`src/rtl/ofdm_tx_frame_ctrl.sv`:
```
// Burst scheduler in front of the OFDM transmitter. It passes NDATA source indices per symbol
// to the TX chain, waits for the symbol's output cycle to finish, then gaps and repeats.
module ofdm_tx_frame_ctrl #(
    parameter int NDATA  = 192,
    parameter int GAP_W  = 8,
    parameter int TO_CYC = 4096
) (
    input  logic             CLK_I,
    input  logic             RST_I,
    input  logic             START_I,
    input  logic             ABORT_I,
    input  logic [7:0]       NSYM_I,
    input  logic [GAP_W-1:0] GAP_I,
    input  logic [5:0]       SRC_DAT_I,
    input  logic             SRC_STB_I,
    input  logic             SRC_CYC_I,
    output logic             SRC_ACK_O,
    output logic [5:0]       DAT_O,
    output logic             CYC_O,
    output logic             STB_O,
    output logic             WE_O,
    input  logic             ACK_I,
    input  logic             TX_CYC_I,
    output logic             BUSY_O,
    output logic             DONE_O,
    output logic             ERR_O,
    output logic [7:0]       SYM_CNT_O
);
    localparam int DW = $clog2(NDATA + 1);
    localparam int TW = $clog2(TO_CYC + 1);
    localparam logic [DW-1:0] DCNT_LAST = DW'(NDATA - 1);
    localparam logic [DW-1:0] DCNT_FULL = DW'(NDATA);
    localparam logic [TW-1:0] TO_LAST   = TW'(TO_CYC - 1);

    typedef enum logic [2:0] {S_IDLE, S_LOAD, S_WAIT_OUT, S_GAP, S_DONE} state_t;

    state_t           r_state;
    logic [DW-1:0]    r_dcnt;
    logic [TW-1:0]    r_to_cnt;
    logic [GAP_W-1:0] r_gcnt;
    logic [GAP_W-1:0] r_gap;
    logic [7:0]       r_nsym;
    logic [7:0]       r_sym_cnt;
    logic             r_seen;
    logic             r_cyc;
    logic             r_done;
    logic             r_err;

    logic             w_stb;
    logic             w_xfer;
    logic [7:0]       w_sym_next;

    // Abort gates the bus combinationally so nothing moves in the abort cycle itself.
    assign w_stb      = (r_state == S_LOAD) & SRC_STB_I & SRC_CYC_I & (r_dcnt < DCNT_FULL) & ~ABORT_I;
    assign w_xfer     = w_stb & ACK_I;
    assign w_sym_next = r_sym_cnt + 8'd1;

    assign STB_O     = w_stb;
    assign WE_O      = w_stb;
    assign SRC_ACK_O = w_xfer;
    assign DAT_O     = w_stb ? SRC_DAT_I : 6'd0;
    assign CYC_O     = r_cyc & ~ABORT_I;
    assign BUSY_O    = (r_state != S_IDLE);
    assign DONE_O    = r_done;
    assign ERR_O     = r_err;
    assign SYM_CNT_O = r_sym_cnt;

    always_ff @(posedge CLK_I or posedge RST_I) begin
        if (RST_I) begin
            r_state   <= S_IDLE;
            r_dcnt    <= '0;
            r_to_cnt  <= '0;
            r_gcnt    <= '0;
            r_gap     <= '0;
            r_nsym    <= '0;
            r_sym_cnt <= '0;
            r_seen    <= 1'b0;
            r_cyc     <= 1'b0;
            r_done    <= 1'b0;
            r_err     <= 1'b0;
        end else begin
            r_done <= 1'b0;
            if (ABORT_I) begin
                r_state <= S_IDLE;
                r_cyc   <= 1'b0;
            end else begin
                case (r_state)
                    S_IDLE: begin
                        if (START_I) begin
                            r_nsym    <= (NSYM_I == 8'd0) ? 8'd1 : NSYM_I;
                            r_gap     <= GAP_I;
                            r_sym_cnt <= '0;
                            r_err     <= 1'b0;
                            r_dcnt    <= '0;
                            r_seen    <= 1'b0;
                            r_cyc     <= 1'b1;
                            r_state   <= S_LOAD;
                        end
                    end
                    S_LOAD: begin
                        // TX may begin its output cycle before the last index lands.
                        if (TX_CYC_I) r_seen <= 1'b1;
                        if (w_xfer) begin
                            r_dcnt <= r_dcnt + 1'b1;
                            if (r_dcnt == DCNT_LAST) begin
                                r_cyc    <= 1'b0;
                                r_to_cnt <= '0;
                                r_state  <= S_WAIT_OUT;
                            end
                        end
                    end
                    S_WAIT_OUT: begin
                        if (TX_CYC_I) r_seen <= 1'b1;
                        if (r_seen && !TX_CYC_I) begin
                            r_sym_cnt <= w_sym_next;
                            if (w_sym_next == r_nsym) begin
                                r_done  <= 1'b1;
                                r_state <= S_DONE;
                            end else if (r_gap == '0) begin
                                r_dcnt  <= '0;
                                r_seen  <= 1'b0;
                                r_cyc   <= 1'b1;
                                r_state <= S_LOAD;
                            end else begin
                                r_gcnt  <= '0;
                                r_state <= S_GAP;
                            end
                        end else if (r_to_cnt == TO_LAST) begin
                            r_err   <= 1'b1;
                            r_state <= S_IDLE;
                        end else begin
                            r_to_cnt <= r_to_cnt + 1'b1;
                        end
                    end
                    S_GAP: begin
                        if (r_gcnt == r_gap - GAP_W'(1)) begin
                            r_dcnt  <= '0;
                            r_seen  <= 1'b0;
                            r_cyc   <= 1'b1;
                            r_state <= S_LOAD;
                        end else begin
                            r_gcnt <= r_gcnt + 1'b1;
                        end
                    end
                    S_DONE:  r_state <= S_IDLE;
                    default: r_state <= S_IDLE;
                endcase
            end
        end
    end
endmodule

```
`config.mk`:
```
export PLATFORM = sky130hd
export DESIGN_NAME = ofdm_tx_frame_ctrl
export DESIGN_NICKNAME = d
export VERILOG_FILES = /design/src/rtl/ofdm_tx_frame_ctrl.sv
export SDC_FILE = /design/constraint.sdc
export NUM_CORES = 1
export LEC_CHECK = 0
export ABC_AREA = 1
export CORE_MARGIN = 2
export CORE_UTILIZATION = 30
export CTS_BUF_LIST = sky130_fd_sc_hd__clkbuf_8
export CTS_CLUSTER_SIZE = 30
export DETAILED_ROUTE_END_ITERATION = 8
export GPL_TIMING_DRIVEN = 1
export SLEW_MARGIN = 20
export SYNTH_ARGS = -nofsm -noshare
export SYNTH_HDL_FRONTEND = slang
export SYNTH_SLANG_ARGS = --single-unit
```
`constraint.sdc`:
```
create_clock -name CLK_I -period 1.99 [get_ports CLK_I]
set_clock_uncertainty 0.1 [all_clocks]
set_input_delay 0.398 -clock CLK_I [delete_from_list [all_inputs] [get_ports CLK_I]]
set_output_delay 0.398 -clock CLK_I [all_outputs]
set_load 0.02 [all_outputs]
```
# [Yosys cells after proc, flatten, opt, wreduce, memory -nomap -nowiden]
# Cells that the tools add are included.
[classes] n_addsub=5 multipliers=0 div_mod_pow=0 order_cmp=1 eq_ne=27 shift=0 mux=54 bitwise=7 reduce_logical=20
[op_table] op="8-bit two-way mux" count=12
[op_table] op="13-bit two-way mux" count=4
[op_table] op="8-bit case mux with 2 select lines" count=2
[op_table] op="8-bit case mux with 4 select lines" count=1
[op_table] op="13-bit case mux with 2 select lines" count=1
[op_table] op="8-bit by 1-bit adder with 8-bit output, second input constant" count=3
[op_table] op="3-bit two-way mux" count=8
[op_table] op="2-bit != test, second input constant" count=11
[op_table] op="1-bit two-way mux" count=20
[op_table] op="3-bit != test, second input constant" count=6
[op_table] op="8-bit equality test" count=2
[op_table] op="8-bit zero test" count=2
[op_table] op="8-bit AND reduction" count=2
[op_table] op="13-bit by 1-bit adder with 13-bit output, second input constant" count=1
[op_table] op="13-bit by 12-bit equality test with 1-bit output, second input constant" count=1
[op_table] op="3-bit case mux with 4 select lines" count=1
[op_table] op="6-bit AND reduction" count=2
[op_table] op="5-bit AND reduction" count=2
[op_table] op="8-bit equality test, second input constant" count=1
[op_table] op="8-bit less-than comparator, second input constant" count=1
[op_table] op="1-bit case mux with 4 select lines" count=2
[op_table] op="4-bit AND reduction" count=2
[op_table] op="8-bit by 1-bit subtractor with 8-bit output, second input constant" count=1
[op_table] op="1-bit AND" count=6
[op_table] op="17 further kinds" count=20
[totals] reg_bits=60 latchBits=0 ram_bits=0 rom_bits=0 out_inout_bits=21 n_memories=0

# [Depth between registers and ports, before layout]
[depth] ltp_word=9 mapped_depth=17 ltp_nobuf=16

# [Least setup slack after synthesis]
# No wires, ideal clock.
[synth_timing] path_type="flip-flop to flip-flop" startpoint="reg r_sym_cnt[0] (netlist: SYM_CNT_O[0])" endpoint="reg r_gcnt[3]" setup_ns=0.067 t_arrival_ns=1.849 slack_ns=-0.027 stages_incl_launch_ff=13 n_path_buf=0 synth_period_minus_slack_ns=2.017 cell_sequence="dfrtp_1 -> ha_1 -> nand2_1 -> nor2_2 -> nand2_1 -> nand2_1 -> nand2_1 -> nand3_1 -> nor2_1 -> nand4_2 -> nand3_4 -> nand2_1 -> nand2_1"
[synth_via] elab_chain_len=4
[synth_rtl] item="start: declaration" line="43" text="logic [7:0] r_sym_cnt;"
[synth_rtl] item="start signal: assignment" line="115" text="r_sym_cnt <= w_sym_next;"
[synth_rtl] item="8-bit by 1-bit adder with 8-bit output" line="56" text="assign w_sym_next = r_sym_cnt + 8'd1;"
[synth_rtl] item="8-bit equality test" line="116" text="if (w_sym_next == r_nsym) begin"
[synth_rtl] item="2-bit != test (no source line)"
[synth_rtl] item="6-bit AND reduction (no source line)"
[synth_rtl] item="end signal: assignment" line="142" text="r_gcnt <= r_gcnt + 1'b1;"
[synth_rtl] item="end: declaration" line="40" text="logic [GAP_W-1:0] r_gcnt;"
# No other way between the ends.
# A chain may end at the register's enable or synchronous reset.

# [Final worst setup path]
[layout_timing] startpoint="reg r_sym_cnt[1] (netlist: SYM_CNT_O[1])" endpoint="reg r_gcnt[0]"
# The elaborated chain is that of the path after synthesis.

==> run metrics <==
outcome=finished with violations; failing checks=negative setup slack; worst setup path startpoint=SYM_CNT_O[1]$_DFFE_PP0P_; CP Max Fanout=8; global-route wire length before repair=between 15 and 20 mm; CP arrival=2210 ps; Pre-antenna DRT Iters=5; FF-to-FF Start=SYM_CNT_O[1]$_DFFE_PP0P_; power density cells=969 mW/mm^2; antenna-violating nets left=0; row cnt=42; top layer in use=met4; Clock Latency Late Sink=350 ps; drt total wl=around 12 mm; Iter 0 DRT Violations=224; Core Area=0.0132 mm^2; Core Util, Final=47.2%; largest net degree at the start of global routing=61; Tcrit/Tclk final=104%; H-tree levels=3; Syn Std Cell Area=0.00402 mm^2; gp weighted congestion=0.871; CP Capture Point=r_gcnt[0]$_DFFE_PP0P_; Chip Height=~120 um; count of final hold-check violations=0; Max Freq=slightly below 500 MHz; Ys Warns=0; Leak=2.84 nW; setup_tns=-1280 ps; Slew Limit Headroom=59.1%; buffers added on ports=50; post-DP HPWL=around 8 mm; CTS tree=done; Max Slew Vio Count=0; final worst setup slack=-75.7 ps; critical path type=flop to flop; synthesized area per cell=7.35 um^2; syn nets=approximately 600; setup slack, reg-to-reg=-80 ps; Tot GR Track Use=16.0%; reg2reg path depth=10; r2r endpoint=r_gcnt[0]$_DFFE_PP0P_; Initial Util=30.5%; CTS sink cnt=60; most common cell after layout, fill and taps aside=nand2_1; RSZ-0062 raised after global routing=true; Mapped Cells=547; area grow syn2layout=54.8%; die width=between 100 and 150 um; min Tclk post-route=around 2100 ps; vias in the first global route=4,064; nets@finish=between 700 and 800; Hold/Removal Path Class=input port to async pin; clk root buf=clkbuf_8; total grt overflow=0; maximum VDD drop=slightly above 0.4 mV; Synth Register Bits=60; total power=a little over 0.006 W; Startpoint Class=flop; Seq/Total Area, Yosys=37.3%; post-place setup slack=-543 ps; CP Capture Type=flop; Max Cap Viol=0; DR WL met2=approximately 6.3 mm; hold_buf cts=0; Num CTS Buffers=9; clk buf depth=2; Die ar.=0.0143 mm^2; most frequent cells in the layout=nand2_1 (120), buf_4 (77), dfrtp_1 (60); layout cells sized above 1=between 30% and 40%; # DRC=0; io pins=51; Worst Path Required=2130 ps; wire per inst=14.0 um; Met3 Wirelength=387 um; Setup Viol. Count Final=31; Worst-path clk slew=70 ps; drt via density=slightly below 5; Vias=4,206; initial antenna violation count=0; Yosys cell types=45; Post-Route M1 WL=5.20 mm; worst-margin pin slew=609 ps; Ant. Diodes=0
[report_power, final]
part	switching [W]	internal, W	total, W
logic	0.00182	0.00135	0.00317
registers	0.000213	0.00147	0.00168
clock network	0.000517	0.000674	0.00119
[flip-flops by register name, indices dropped and copies added (netlist names)]
| name | flops |
|---|---|
| SYM_CNT_O | 8 |
| r_nsym | 8 |
| r_dcnt | 8 |
| r_state | 3 |
| DONE_O | 1 |
| ERR_O | 1 |
| r_gcnt | 8 |
| r_cyc | 1 |
| r_gap | 8 |
| r_to_cnt | 13 |
| r_seen | 1 |
[critical path, stage by stage, from the launching register on]
cell	delay, ps
dfrtp_1	400
buf_6	130
nand3_1	190
o21ai_0	270
nand3_2	140
and3_4	190
nand4_4	100
buf_6	140
nand3_4	130
nand2_2	100
nand2_2	50
[final cells by class]
| type | instances | area [um^2] |
|---|---|---|
| fillers | 1202 | 6960 |
| multi-input cells | 415 | 2800 |
| flip-flops and latches | 60 | 1500 |
| repair buffers | 138 | 1250 |
| inverters | 65 | 249 |
| well taps | 176 | 220 |
| clock buffers | 12 | 165 |
| clock inverters | 3 | 45.0 |
[per-stage QoR]
stage	area, um^2	std cells	hold slack (ps)
3_3_place_gp	5240	833	383
4_1_cts	5600	851	346
5_1_grt	6230	869	363
3_5_place_dp	5240	833	380
6_report	6230	869	341
2_1_floorplan	4020	547	363
[how the worst min path moves through the flow]
| stage | start | endpoint | slack (ps) | depth (start not counted) |
|---|---|---|---|---|
| after floorplan | r_nsym[1]$_DFFE_PP0P_ | r_nsym[1]$_DFFE_PP0P_ | 360 | 2 |
| after global routing | RST_I | r_dcnt[1]$_DFFE_PP0P_ | 360 | 3 |
| after CTS | RST_I | r_gcnt[2]$_DFFE_PP0P_ | 350 | 3 |
| after detailed placement | r_nsym[1]$_DFFE_PP0P_ | r_nsym[1]$_DFFE_PP0P_ | 380 | 2 |
| final | RST_I | r_dcnt[3]$_DFFE_PP0P_ | 340 | 3 |
| after global placement | r_nsym[1]$_DFFE_PP0P_ | r_nsym[1]$_DFFE_PP0P_ | 380 | 2 |
[timing repair]
action	4_1_cts	5_1_grt
resized for setup	89	133
setup buffers	2	16
endpoints found under the setup margin	64	73
pin swaps	17	45
cloned	2	4
[metal layers]
metal | global-route usage, % | vias to the layer above
li1 | - | 2064
met1 | 19.4 | 2041
met2 | 27.5 | 81
met3 | 4.04 | 20
met4 | 5.81 | 0
met5 | 0 | -
[kinds of logic after synthesis]
kind of cell             after synthesis  share of synthesized area (%)
AND/OR/NAND/NOR                      325                           37.6
buffers and inverters                 76                           8.03
flip-flops                            60                           37.3
AO/OA/AOI/OAI                         49                           8.40
XOR/XNOR                              31                           6.75
adder cells (fa/ha/maj)                6                           1.87
[Yosys cell counts (all sizes together)]
cell type  count  share of area, %
inv           64               6.0
xor2          19               4.1
a21oi         10               1.3
and3           3              0.47
buf            8               1.6
nand3b         1              0.19
nand2        164                16
clkinv         1             0.093
o21bai         1              0.19
nor4           1              0.16
xnor2         12               2.6
or2            1              0.22
clkbuf         3              0.31
nand3         50               7.1
a31o           1              0.22
nor3          10               1.5
a211oi         1              0.31
o22ai          3              0.47
o21a           1              0.19
nor2          68               7.4
ha             6               1.9
o31ai         10               2.9
nand4         23               4.1
nor3b          4              0.75
o21ai         22               2.8
dfrtp         60                37
No activity file was read; power rests on OpenSTA's default activity.
